**config.mk**
```make
export PLATFORM = sky130hd
export DESIGN_NAME = cfg_word_decoder
export DESIGN_NICKNAME = d
export VERILOG_FILES = /design/src/rtl/cfg_word_pkg.sv /design/src/rtl/cfg_word_decoder.sv
export SDC_FILE = /design/constraint.sdc
export NUM_CORES = 1
export LEC_CHECK = 0
export CAP_MARGIN = 15
export CORE_MARGIN = 4
export CORE_UTILIZATION = 53
export CTS_BUF_LIST = sky130_fd_sc_hd__clkbuf_4
export DETAILED_ROUTE_END_ITERATION = 10
export PLACE_DENSITY = 0.93
export SLEW_MARGIN = 10
export SYNTH_ARGS = -nofsm -noshare
export SYNTH_HDL_FRONTEND = slang
export SYNTH_SLANG_ARGS = --single-unit
export TNS_END_PERCENT = 50
```
**constraint.sdc**
```tcl
create_clock -name rdclock -period 2.2 [get_ports rdclock]
set_input_delay 0.44 -clock rdclock [delete_from_list [all_inputs] [get_ports rdclock]]
set_output_delay 0.44 -clock rdclock [all_outputs]
set_load 0.1 [all_outputs]
```
**src/rtl/cfg_word_pkg.sv**
```systemverilog
// Shared constants and types for the configuration word stream decoder.
package cfg_word_pkg;

  localparam logic [3:0] OP_WRITE = 4'hA;
  localparam logic [3:0] OP_NOP   = 4'h0;

  localparam int unsigned OP_MSB   = 31;
  localparam int unsigned OP_LSB   = 28;
  localparam int unsigned LEN_MSB  = 27;
  localparam int unsigned LEN_LSB  = 16;
  localparam int unsigned ADDR_MSB = 15;
  localparam int unsigned ADDR_LSB = 0;

  localparam int unsigned OP_W   = OP_MSB - OP_LSB + 1;
  localparam int unsigned LEN_W  = LEN_MSB - LEN_LSB + 1;
  localparam int unsigned HADR_W = ADDR_MSB - ADDR_LSB + 1;

  typedef enum logic {
    IDLE,
    DATA
  } state_e;

endpackage

```
**src/rtl/cfg_word_decoder.sv**
```systemverilog
// Turns header+data configuration bursts into registered register writes,
// with a watchdog against truncated bursts and a saturating error counter.
module cfg_word_decoder
  import cfg_word_pkg::*;
#(
  parameter int unsigned ADDR_W      = 16,
  parameter int unsigned TIMEOUT_CYC = 1024,
  parameter int unsigned ERR_W       = 16
) (
  input  logic              rdclock,
  input  logic              rdreset_n,
  input  logic [31:0]       in_data,
  input  logic              in_valid,
  output logic              wr_valid,
  output logic [ADDR_W-1:0] wr_addr,
  output logic [31:0]       wr_data,
  output logic              commit,
  output logic              busy,
  output logic              err_pulse,
  output logic [ERR_W-1:0]  err_count
);

  localparam int unsigned WD_W = $clog2(TIMEOUT_CYC);

  logic [OP_W-1:0]   hdr_op;
  logic [LEN_W-1:0]  hdr_len;
  logic [HADR_W-1:0] hdr_addr;

  state_e            state_q;
  logic [LEN_W-1:0]  remaining_q;
  logic [ADDR_W-1:0] addr_q;
  logic [WD_W-1:0]   wd_q;
  logic              wr_valid_q;
  logic [ADDR_W-1:0] wr_addr_q;
  logic [31:0]       wr_data_q;
  logic              commit_q;
  logic              err_pulse_q;
  logic [ERR_W-1:0]  err_count_q;

  assign hdr_op   = in_data[OP_MSB:OP_LSB];
  assign hdr_len  = in_data[LEN_MSB:LEN_LSB];
  assign hdr_addr = in_data[ADDR_MSB:ADDR_LSB];

  always_ff @(posedge rdclock or negedge rdreset_n) begin
    if (!rdreset_n) begin
      state_q     <= IDLE;
      remaining_q <= '0;
      addr_q      <= '0;
      wd_q        <= '0;
      wr_valid_q  <= 1'b0;
      wr_addr_q   <= '0;
      wr_data_q   <= '0;
      commit_q    <= 1'b0;
      err_pulse_q <= 1'b0;
      err_count_q <= '0;
    end else begin
      wr_valid_q  <= 1'b0;
      commit_q    <= 1'b0;
      err_pulse_q <= 1'b0;
      case (state_q)
        IDLE: begin
          wd_q <= '0;
          if (in_valid) begin
            if (hdr_op == OP_WRITE) begin
              if (hdr_len == '0) begin
                commit_q <= 1'b1;
              end else begin
                addr_q      <= hdr_addr[ADDR_W-1:0];
                remaining_q <= hdr_len;
                state_q     <= DATA;
              end
            end else if (hdr_op != OP_NOP) begin
              err_pulse_q <= 1'b1;
              if (err_count_q != '1) err_count_q <= err_count_q + 1'b1;
            end
          end
        end
        DATA: begin
          // A valid word in the would-be timeout cycle is data, not an abort.
          if (in_valid) begin
            wd_q        <= '0;
            wr_valid_q  <= 1'b1;
            wr_addr_q   <= addr_q;
            wr_data_q   <= in_data;
            addr_q      <= addr_q + 1'b1;
            remaining_q <= remaining_q - 1'b1;
            if (remaining_q == LEN_W'(1)) begin
              commit_q <= 1'b1;
              state_q  <= IDLE;
            end
          end else if (wd_q == WD_W'(TIMEOUT_CYC - 1)) begin
            wd_q        <= '0;
            err_pulse_q <= 1'b1;
            if (err_count_q != '1) err_count_q <= err_count_q + 1'b1;
            state_q     <= IDLE;
          end else begin
            wd_q <= wd_q + 1'b1;
          end
        end
        default: state_q <= IDLE;
      endcase
    end
  end

  assign wr_valid  = wr_valid_q;
  assign wr_addr   = wr_addr_q;
  assign wr_data   = wr_data_q;
  assign commit    = commit_q;
  assign busy      = (state_q == DATA);
  assign err_pulse = err_pulse_q;
  assign err_count = err_count_q;

endmodule

```
==> metrics <==
outcome completed; # Post-CTS Setup Buffers 0; crit-path leading delay family simple AND/OR/NAND/NOR gates; number of max-cap violations 0; DR WL met3 823 um; Crit Path Category flip-flop to flip-flop; Initial DRC Count 339; ys async rst share 100%; Setup WS pre-CTS -252 ps; Nets 617; CP Max Fanout 7; Synth Area in Simple Gates 17.7%; Finish-stage setup viols 0; worst hold path type input port to asynchronous set/reset pin; slowest stage cell, crit path or4_4; vias in the first global route 4305; GP Congestion 0.876; Die Area 10900 um^2; Yosys top cell by area dfrtp_1; Required @ worst endpoint 2560 ps; area growth from synthesis to final layout 28.4%; Compound-Gate Fraction of Synth Area 8.48%; cts repair resizes 0; RSZ-0062 raised after global routing no; Placed Cells 673; Design Area, Final 6310 um^2; CP Depth 7; clk slew on worst S/H paths 170 ps; Pre-antenna DRT Iters 7; Die H 104 um; FF-to-FF End err_count[12]$_DFFE_PN0P_; CTS tree yes; H-tree depth 3; Non-Filler Instances 690; Gate Count Post-Synth 443; vias 4170; adder-cell share of the synthesized area 1.27%; Post-DP HPWL 9110 um; Final WS setup 128 ps; max incr delay on CP 550 ps; ratio of final minimum period to clock period 94.2%; routed len/inst 17.6 um; Worst-Skew Late Latency 460 ps; die width 104 um; number of fill cells 616; initial antenna violation count 0; largest family of logic cells by synthesized area simple AND/OR/NAND/NOR gates; multiplexer area fraction after synthesis 12.3%; Mean Syn Cell Area 11.1 um^2; sequential cell area fraction in the yosys report 54.0%; top cells by area, synth dfrtp_1 (54%), mux2_2 (11%), xnor2_1 (3.0%), nand2_1 (2.8%), nor2_1 (2.6%); skew final 13.5 ps; wire length on met1 4910 um; Arr. time, crit path 2440 ps; Synth Net Count 483; Buffers on Ports 102; Register Area 2670 um^2; global-route wire length before repair 20900 um; number of flops mapped to enable cells by yosys 0; post-synthesis register bit count 106; # rows 34; Max Used Layer met4; Syn Std Cell Area 4910 um^2; Synth Area in XOR/XNOR 4.10%; Fin. Hold Viols 0; dpl cell area 6150 um^2; Hold WS 406 ps; I/O pin count 103; critical-path cell list ha_1, nand3_2, or4_4, a21oi_4, buf_4, nand4_1, xnor2_1; Routed WL 12100 um; Yosys cell types 50; global route overflow 0; post-route ant nets 0; ANT cells 0; Worst Reg-to-Reg Cells 7; Slew Viols, Final 0; Max Fclk 0.483 GHz; Slew @ Worst Pin 584 ps; layout cells sized above 1 32.6%; crit end category flip-flop; Yosys warnings 0; clock root buffer clkbuf_4; DRC 0; CTS Buf Count 9; Tmin final 2070 ps; RR Startpoint wd_q[0]$_DFF_PN0_; clock sinks 106; CP Launch Type flip-flop; R2R Setup Slk 130 ps; top cell type's share of synthesized area 54.0%; Initial Util 55.5%; Slew HR 60.7%; Longest Clk Path Bufs 2; DR vias/cell 6.04; multi-input logic area 2160 um^2; largest net degree at the start of global routing 48; core area 8850 um^2; Buf/Inv on CP 1; Synth Flop Type dfrtp_1; wire length on met2 6140 um; gr usage total 23.2%
[layout by cell type, fill, tap and decap left out, drive strengths merged, types with 5 or more instances in the layout]
| cell | instances |
|---|---|
| or3 | 5 |
| ha | 5 |
| nand2 | 36 |
| nand2b | 7 |
| o22ai | 6 |
| mux2i | 5 |
| inv | 10 |
| dfrtp | 106 |
| nand4 | 18 |
| nor4 | 7 |
| buf | 107 |
| nand3 | 25 |
| o21ai | 17 |
| nor3 | 12 |
| and3 | 10 |
| xnor2 | 17 |
| clkbuf | 9 |
| clkdlybuf4s50 | 33 |
| nor2 | 34 |
| a21oi | 14 |
| mux2 | 49 |
| xor2 | 6 |
| nand4b | 5 |
[cells in the mapped netlist (all sizes together) (2+ instances only)]
| cell | count |
|---|---|
| a21oi | 14 |
| a221o | 2 |
| a222oi | 3 |
| a2bb2oi | 3 |
| and3 | 10 |
| and4 | 3 |
| buf | 5 |
| clkbuf | 13 |
| dfrtp | 106 |
| ha | 5 |
| inv | 8 |
| mux2 | 49 |
| mux2i | 5 |
| nand2 | 36 |
| nand2b | 7 |
| nand3 | 25 |
| nand4 | 18 |
| nand4b | 5 |
| nor2 | 34 |
| nor3 | 12 |
| nor4 | 7 |
| o21a | 2 |
| o21ai | 17 |
| o22ai | 6 |
| o32ai | 4 |
| or3 | 5 |
| or4 | 3 |
| xnor2 | 17 |
| xor2 | 6 |
[what timing repair did]
item / in CTS / in global routing
endpoints found under the setup margin: 0 / 0
hold buffers: 1 / 0
hold endpoints to repair: 22 / 0
[worst register-to-register path, delay by kind of cell (launching register included)]
kind | cells | cell delay, ps
compound gates | 1 | 190
xor+xnor | 1 | 160
fa+ha+maj | 1 | 220
buf+inv | 1 | 170
flops | 1 | 430
simple gates | 3 | 810
[worst max-delay path by stage]
stage / start / to / slack (ps)
4_1_cts: wd_q[0]$_DFF_PN0_ / err_count[15]$_DFFE_PN0P_ / 130
3_3_place_gp: in_valid / err_count[8]$_DFFE_PN0P_ / -180
3_5_place_dp: in_valid / err_count[12]$_DFFE_PN0P_ / -250
6_report: wd_q[0]$_DFF_PN0_ / err_count[12]$_DFFE_PN0P_ / 130
2_1_floorplan: err_count[10]$_DFFE_PN0P_ / err_count[11]$_DFFE_PN0P_ / 4
5_1_grt: addr_q[0]$_DFFE_PN0P_ / addr_q[14]$_DFFE_PN0P_ / 10
[final cells by class]
cell class | count | share of cell area, %
clock buffer | 9 | 1.07
clock inverter | 7 | 1.23
inverter | 8 | 0.476
multi-input combinational | 311 | 34.2
sequential | 106 | 42.3
tap | 108 | 2.14
timing repair buffer | 141 | 18.5
[sequential cells by signal (all words and copies together) (netlist names)]
name / count
addr_q: 16
err_pulse: 1
wd_q: 10
wr_valid: 1
err_count: 16
wr_addr: 16
remaining_q: 12
wr_data: 32
commit: 1
busy: 1
[cells by family after synthesis]
group / Yosys count
xor gates and xnor gates: 23
and+or+nand+nor: 167
DFF: 106
muxes: 54
adders and majority gates: 5
buffers and inverters: 26
AOI/OAI and AO/OA: 62
[metal layers]
metal / global-route usage [%] / up-vias
met5: 0 / -
met4: 6.84 / 0
met3: 5.59 / 36
met2: 39.7 / 185
met1: 29.4 / 2051
li1: - / 1898
[through the flow]
step / utilization, % / TNS (ps)
2_1_floorplan: - / 0
3_3_place_gp: 69.5 / -2900
3_5_place_dp: 69.5 / -3860
4_1_cts: 71.3 / 0
5_1_grt: 71.3 / 0
6_report: 71.3 / 0
Power is left out: the tool's default activity adds up to more than one toggle a clock period on the data nets, which glitch-free logic cannot reach.
